File: config.mk
export PLATFORM = sky130hd
export DESIGN_NAME = apb_slave_mem
export DESIGN_NICKNAME = d
export VERILOG_FILES = /design/src/rtl/apb_slave_mem.sv
export SDC_FILE = /design/constraint.sdc
export NUM_CORES = 2
export LEC_CHECK = 0
export ABC_CLOCK_PERIOD_IN_PS = 2940
export CORE_UTILIZATION = 45
export CTS_CLUSTER_SIZE = 8
export DETAILED_ROUTE_END_ITERATION = 8
export RECOVER_POWER = 50
export REMOVE_ABC_BUFFERS = 1
export SKIP_LAST_GASP = 1
export SYNTH_ARGS = -nofsm -noshare
export SYNTH_HDL_FRONTEND = slang
export SYNTH_SLANG_ARGS = --single-unit
File: constraint.sdc
create_clock -name clk -period 2.94 [get_ports clk]
set_clock_uncertainty 0.05 [all_clocks]
set_input_delay 0.441 -clock clk [delete_from_list [all_inputs] [get_ports clk]]
set_output_delay 0.441 -clock clk [all_outputs]
set_load 0.02 [all_outputs]
File: src/rtl/apb_slave_mem.sv
// apb_slave_mem: APB completer backed by a resettable word memory.
// Ports: clk, rstn | psel penable pwrite paddr pwdata -> prdata pready pslverr.
// Optional APB_SLV_ERR_EN: pslverr on out-of-range or writes at/above RO_BASE.
module apb_slave_mem #(
  parameter int DATA_WIDTH  = 8,
  parameter int ADDR_WIDTH  = 8,
  parameter int MEM_DEPTH   = 256,
  parameter int WAIT_CYCLES = 0,
  parameter int RO_BASE     = 'hF0
) (
  input  logic                  clk,
  input  logic                  rstn,
  input  logic                  psel,
  input  logic                  penable,
  input  logic                  pwrite,
  input  logic [ADDR_WIDTH-1:0] paddr,
  input  logic [DATA_WIDTH-1:0] pwdata,
  output logic [DATA_WIDTH-1:0] prdata,
  output logic                  pready,
  output logic                  pslverr
);

  localparam int IW = (MEM_DEPTH > 1) ? $clog2(MEM_DEPTH) : 1;

`ifdef APB_SLV_ERR_EN
  localparam bit ERR_EN = 1'b1;
`else
  localparam bit ERR_EN = 1'b0;
`endif

  typedef enum logic {
    IDLE,
    ACCESS
  } state_t;

  state_t                state;
  logic [3:0]            cnt;
  logic [ADDR_WIDTH-1:0] addr_q;
  logic                  write_q;
  logic [DATA_WIDTH-1:0] wdata_q;
  logic                  rng_q;
  logic                  err_q;
  logic [DATA_WIDTH-1:0] mem [MEM_DEPTH];

  logic          setup;
  logic          in_rng;
  logic          ro_hit;
  logic          err_d;
  logic [IW-1:0] idx;
  logic [IW-1:0] idx_q;

  assign setup  = psel & ~penable;
  assign in_rng = 32'(paddr) < 32'(MEM_DEPTH);
  assign ro_hit = 32'(paddr) >= 32'(RO_BASE);
  // Error decision is made at setup so later bus changes cannot alter it.
  assign err_d  = ERR_EN & (~in_rng | (pwrite & ro_hit));
  assign idx    = paddr[IW-1:0];
  assign idx_q  = addr_q[IW-1:0];

  assign pready = (state == ACCESS) && (cnt == 4'd0)
                  && psel && penable;
  assign pslverr = pready & err_q;

  always_ff @(posedge clk or negedge rstn) begin
    if (!rstn) begin
      state   <= IDLE;
      cnt     <= '0;
      addr_q  <= '0;
      write_q <= 1'b0;
      wdata_q <= '0;
      rng_q   <= 1'b0;
      err_q   <= 1'b0;
      prdata  <= '0;
      for (int i = 0; i < MEM_DEPTH; i++) begin
        mem[i] <= '0;
      end
    end else begin
      unique case (state)
        IDLE: begin
          // psel & penable without a setup phase is ignored.
          if (setup) begin
            addr_q  <= paddr;
            write_q <= pwrite;
            wdata_q <= pwdata;
            rng_q   <= in_rng;
            err_q   <= err_d;
            cnt     <= 4'(WAIT_CYCLES);
            prdata  <= in_rng ? mem[idx] : '0;
            state   <= ACCESS;
          end
        end
        ACCESS: begin
          if (!psel) begin
            state <= IDLE;
          end else if (penable) begin
            if (cnt != 4'd0) begin
              cnt <= cnt - 4'd1;
            end else begin
              if (write_q && rng_q && !err_q) begin
                mem[idx_q] <= wdata_q;
              end
              state <= IDLE;
            end
          end
        end
        default: state <= IDLE;
      endcase
    end
  end

endmodule
After elaboration in Yosys (flattened, before gate mapping)
Index checks and enable logic that the tools add are counted.
Operators by class
  reductions and logical operators: 10
  mux-type cells: 16
  bitwise operators: 6
  equality and inequality tests: 4
  add/subtract/negate cells: 1
  $lt $le $gt $ge: 3
Operators with widths (number)
  bitwise mux 2048 bit: 1
  binary-select mux 8 bit (select 8 bit): 1
  demux 8 bit (select 8 bit): 1
  two-way mux 8 bit: 3
  >= comparator 9 bit (second input constant): 2
  inverter 8 -> 9 bit: 2
  two-way mux 4 bit: 4
  less-than comparator 9 x 1 -> 1 bit (second input constant): 1
  case mux 4 bit (2 select lines): 1
  inequality test 2 bit (second input constant): 3
  logical AND 1 bit: 5
  AND reduction 5 bit: 1
  logical NOT 4 bit: 1
  two-way mux 1 bit: 4
  AND reduction 4 bit: 1
  nonzero test 4 bit: 1
  subtractor 4 x 1 -> 4 bit (second input constant): 1
  inverter 1 bit: 3
  inequality test 2 x 1 -> 1 bit (second input constant): 1
  case mux 1 bit (2 select lines): 1
  AND reduction 2 bit: 1
  AND 1 bit: 1
Word-level totals
  bits in registers: 2079
  logic and storage cells: 303
  input bits: 21

Longest topological paths before layout
  depth in word-level cells: 6
  depth in mapped cells: 11
  gate-level depth less buffers: 8

Worst setup path before layout
OpenSTA, ideal clock, no wires.
  path kind: input to register
  start: input port paddr[1]
  end: register prdata[4]
  buffers on the path: 5
  arrival time: 2619 ps
  stages on the path: 10
  library setup time: 144 ps
  path slack: 126 ps
  required time: 2746 ps
  path through: buf_2 buf_2 buf_2 buf_2 buf_2 mux4_2 a221oi_1 nand4_1 a2111oi_0 o211ai_1
On the way
  word-level cells in the longest chain between the ends: 4
Ends and longest elaborated chain
  start: declaration: line 16  | input logic [ADDR_WIDTH-1:0] paddr,
  inverter 8 -> 9 bit (not written as such): line 88  | prdata <= in_rng ? mem[idx] : '0;
  binary-select mux 8 bit (select 8 bit): line 88
  two-way mux 8 bit (not written as such) (2 in a row): line 88
  end signal: assignment: line 88
  end: declaration: line 18  | output logic [DATA_WIDTH-1:0] prdata,
Every way passes these cells. The select of a mux whose other input is x is not followed.
A chain may end at the register's enable or synchronous reset.

Worst setup path after layout
  start: register cnt[1]
  end: register mem[184] (netlist bit)
On the way
  word-level cells in the longest chain between the ends: 3
Ends and longest elaborated chain
  start: declaration: line 37  | logic [3:0] cnt;
  start signal: assignment: line 87  | cnt <= 4'(WAIT_CYCLES);
  start signal: assignment: line 97  | cnt <= cnt - 4'd1;
  nonzero test 4 bit: line 96  | if (cnt != 4'd0) begin
  inverter 1 bit (no line)
  AND reduction 5 bit (no line)
  end signal: indexed assignment: line 100  | mem[idx_q] <= wdata_q;
  end: declaration: line 43  | logic [DATA_WIDTH-1:0] mem [MEM_DEPTH];
Every way passes these cells.

==> impl_metrics.toml <==
[timing]
period_share_pct = 107
hold_violations = 0
worstMarginPinSlew_ns = 1.92
hold_ws_ns = 0.0473
slew_headroom_pct = -28.1
drv_slew = 31
setup_tns_ns = -129.33
grt_setup_unrepaired = "true"
fin_crit_ns = 3.14
timing.final.ws_setup_ns = -0.204
fmax_mhz = 318
setup_viol = 1736

[critical_path]
critical_path.cell_chain = "inv_2 > ha_4 > or3b_4 > nor3_4 > buf_6 > buf_4 > nand3b_1 > buf_6 > nor3_4 > buf_12 > nand2_1 > buf_4 > mux2_2"
critical-path-max-stage-delay_ns = 0.39
crit_required_ns = 3.65
cp_max_fo = 8
end_kind = "register"
crit_type = "reg2reg"
slowest_stage = "or3b_4"
arrival_ns = 3.86
setup.worst_path.start_class = "register"

[global_routing]
antenna_found_initial = 7
grt_start_max_net_pins = 139
grt_remaining_overflow = 0
track_usage_pct = 26.3
grt_pass1_vias = 61505
grt_pass1_wl_mm = 415

[placement]
placed_cells = 9481
port-buffer-count = 29
pre_cts_slack_ns = -0.658
place_congestion = 0.897
placed_cell_area_um2 = 106000
dp_hpwl_mm = 187

[clock_network]
cts_max_level = 5
clkLatencyLatePin_ns = 0.94
clk_pin_slew_ns = 0.05
root_buffer = "clkbuf_16"
cts.sink_count = 2079
cts_tree = "done"
clock_path_buffers = 4
cts_made_buffers = 310

[die]
start_util_pct = 45.3
core_um2 = 210000
fp.dieArea_um2 = 213000
io_pins = 31
num_rows = 168
die_y_um = 461
die_x_um = 461

[yosys]
synth_ff_type = "dfrtp_1"
synth_area_um2 = 95000
synthArstFlopShare_pct = 100
yosys.cell_types.count = 70
synth_edf_count = 0
ys_seq_area_share_pct = 54.8
synth_cells = 6219
synth-seq-cells = 2079
syn_area_per_cell_um2 = 15.3
ys_warn_count = 0

[routing]
firstDrtPassIters = 6
vias = 58312
wirelength_mm = 275
wl_per_cell_um = 27.9
detail-route-antenna-nets = 0
routed_via_density = 5.92
drc = 0
drt_iter0_drc = 3998

[layout]
fin_area_um2 = 115000
layout.cells.non_filler = 9851
fin_util_pct = 54.8
drive_above_1_share_pct = 53.8
layout_common_cells = "dfrtp_1, mux2_2, buf_4, mux4_2, clkbuf_16"
n_fill_cell = 17071
syn_to_final_growth_pct = 21.1
final_common_cell = "dfrtp_1"
fin_nets = 7046

[power_and_ir_drop]
total_power_mw = 66.2
power.density_nw_per_um2 = 575
p_leak_nw = 56.0
ir_drop_uv = 641

[run_status]
status = "complete, but fails checks"
violations = "capacitance limit, slew limit, setup timing"

[min_path]
hold_class = "in2reg"

[job]
drv_cap = 1
-- Yosys cell counts (all sizes together), types with 16 or more instances --
cell / n / share of area, %
nand2b: 16 / 0.11
dfrtp: 2079 / 55
o221ai: 46 / 0.42
nand3: 39 / 0.21
nand4: 35 / 0.23
a22oi: 45 / 0.36
mux2i: 146 / 1.5
nor2: 90 / 0.65
o21ai: 33 / 0.17
clkbuf: 309 / 1.2
nor2b: 18 / 0.12
o22ai: 47 / 0.31
nor4: 18 / 0.13
nor3: 47 / 0.27
a211oi: 23 / 0.18
a21oi: 54 / 0.28
mux4: 457 / 11
nand2: 324 / 1.4
buf: 160 / 0.96
mux2: 2067 / 25
-- routing by layer --
layer / wire length [µm] / vias to the layer above / track usage, % / share of wire, %
met5: 20 / - / 0 / 0.0073
met4: 10500 / 2 / 9.48 / 3.8
met3: 12900 / 511 / 3.88 / 4.7
met2: 132000 / 1391 / 42.0 / 48
met1: 120000 / 31595 / 36.4 / 44
li1: - / 24813 / - / -
-- power by group --
group	switching [mW]	internal, mW
clock	11.9	18.9
sequential	0.670	28.9
combinational	4.06	1.74
-- repair_timing --
item	4_1_cts	5_1_grt
setup buffers	19	5
pin swaps	26	10
gates resized for setup	136	102
hold endpoints to repair	886	0
hold buffers	9	0
endpoints found under the setup margin	2049	1998
cloned	3	2
-- sequential cells by signal, indices dropped and copies added (netlist names) --
signal / flops
mem: 2048
addr_q: 8
prdata: 8
wdata_q: 8
cnt: 4
rng_q: 1
state: 1
write_q: 1
-- critical path: cells and delay by family (launching register included) --
family                     cells  cell delay (ns)
and+or+nand+nor                5             1.19
buffers and inverters          6             0.92
DFF                            1             0.38
muxes                          1             0.28
adders and majority gates      1             0.14
-- layout make-up --
type                       instances  area [µm²]  area share (%)
clock inverter                     8        70.1          0.0609
antenna                            1        2.50         0.00218
tap                             2805        3510            3.05
sequential                      2079       52100            45.3
multi-input combinational       3661       41700            36.2
timing repair buffer             962        9680            8.42
clock buffer                     325        7980            6.94
inverter                          10        37.5          0.0326
-- path summary, 6_finish.rpt --
path	slack, ns	cells after the start	end	from
worst max-delay path	-0.20	13	mem[184]	cnt[1]
worst min-delay path	0.05	3	wdata_q[7]	pwdata[7]
worst max register to register	-0.20	13	mem[184]	cnt[1]
worst min register to register	0.43	1	rng_q	rng_q
max in group asynchronous	0.11	3	wdata_q[0]	rstn
min in group asynchronous	0.61	2	mem[728]	rstn
-- logic make-up (layout without fill, tap and decap cells) --
logic type	count (synthesis)	in the layout	synth area share [%]
compound gates	333	333	2.48
mux	2670	2670	36.9
flops	2079	2079	54.8
buf+inv	479	1305	2.22
other cells	1	2	0.00395
simple gates	656	656	3.64
fa+ha+maj	1	1	0.0132
Power figures use the tool's default switching activity.
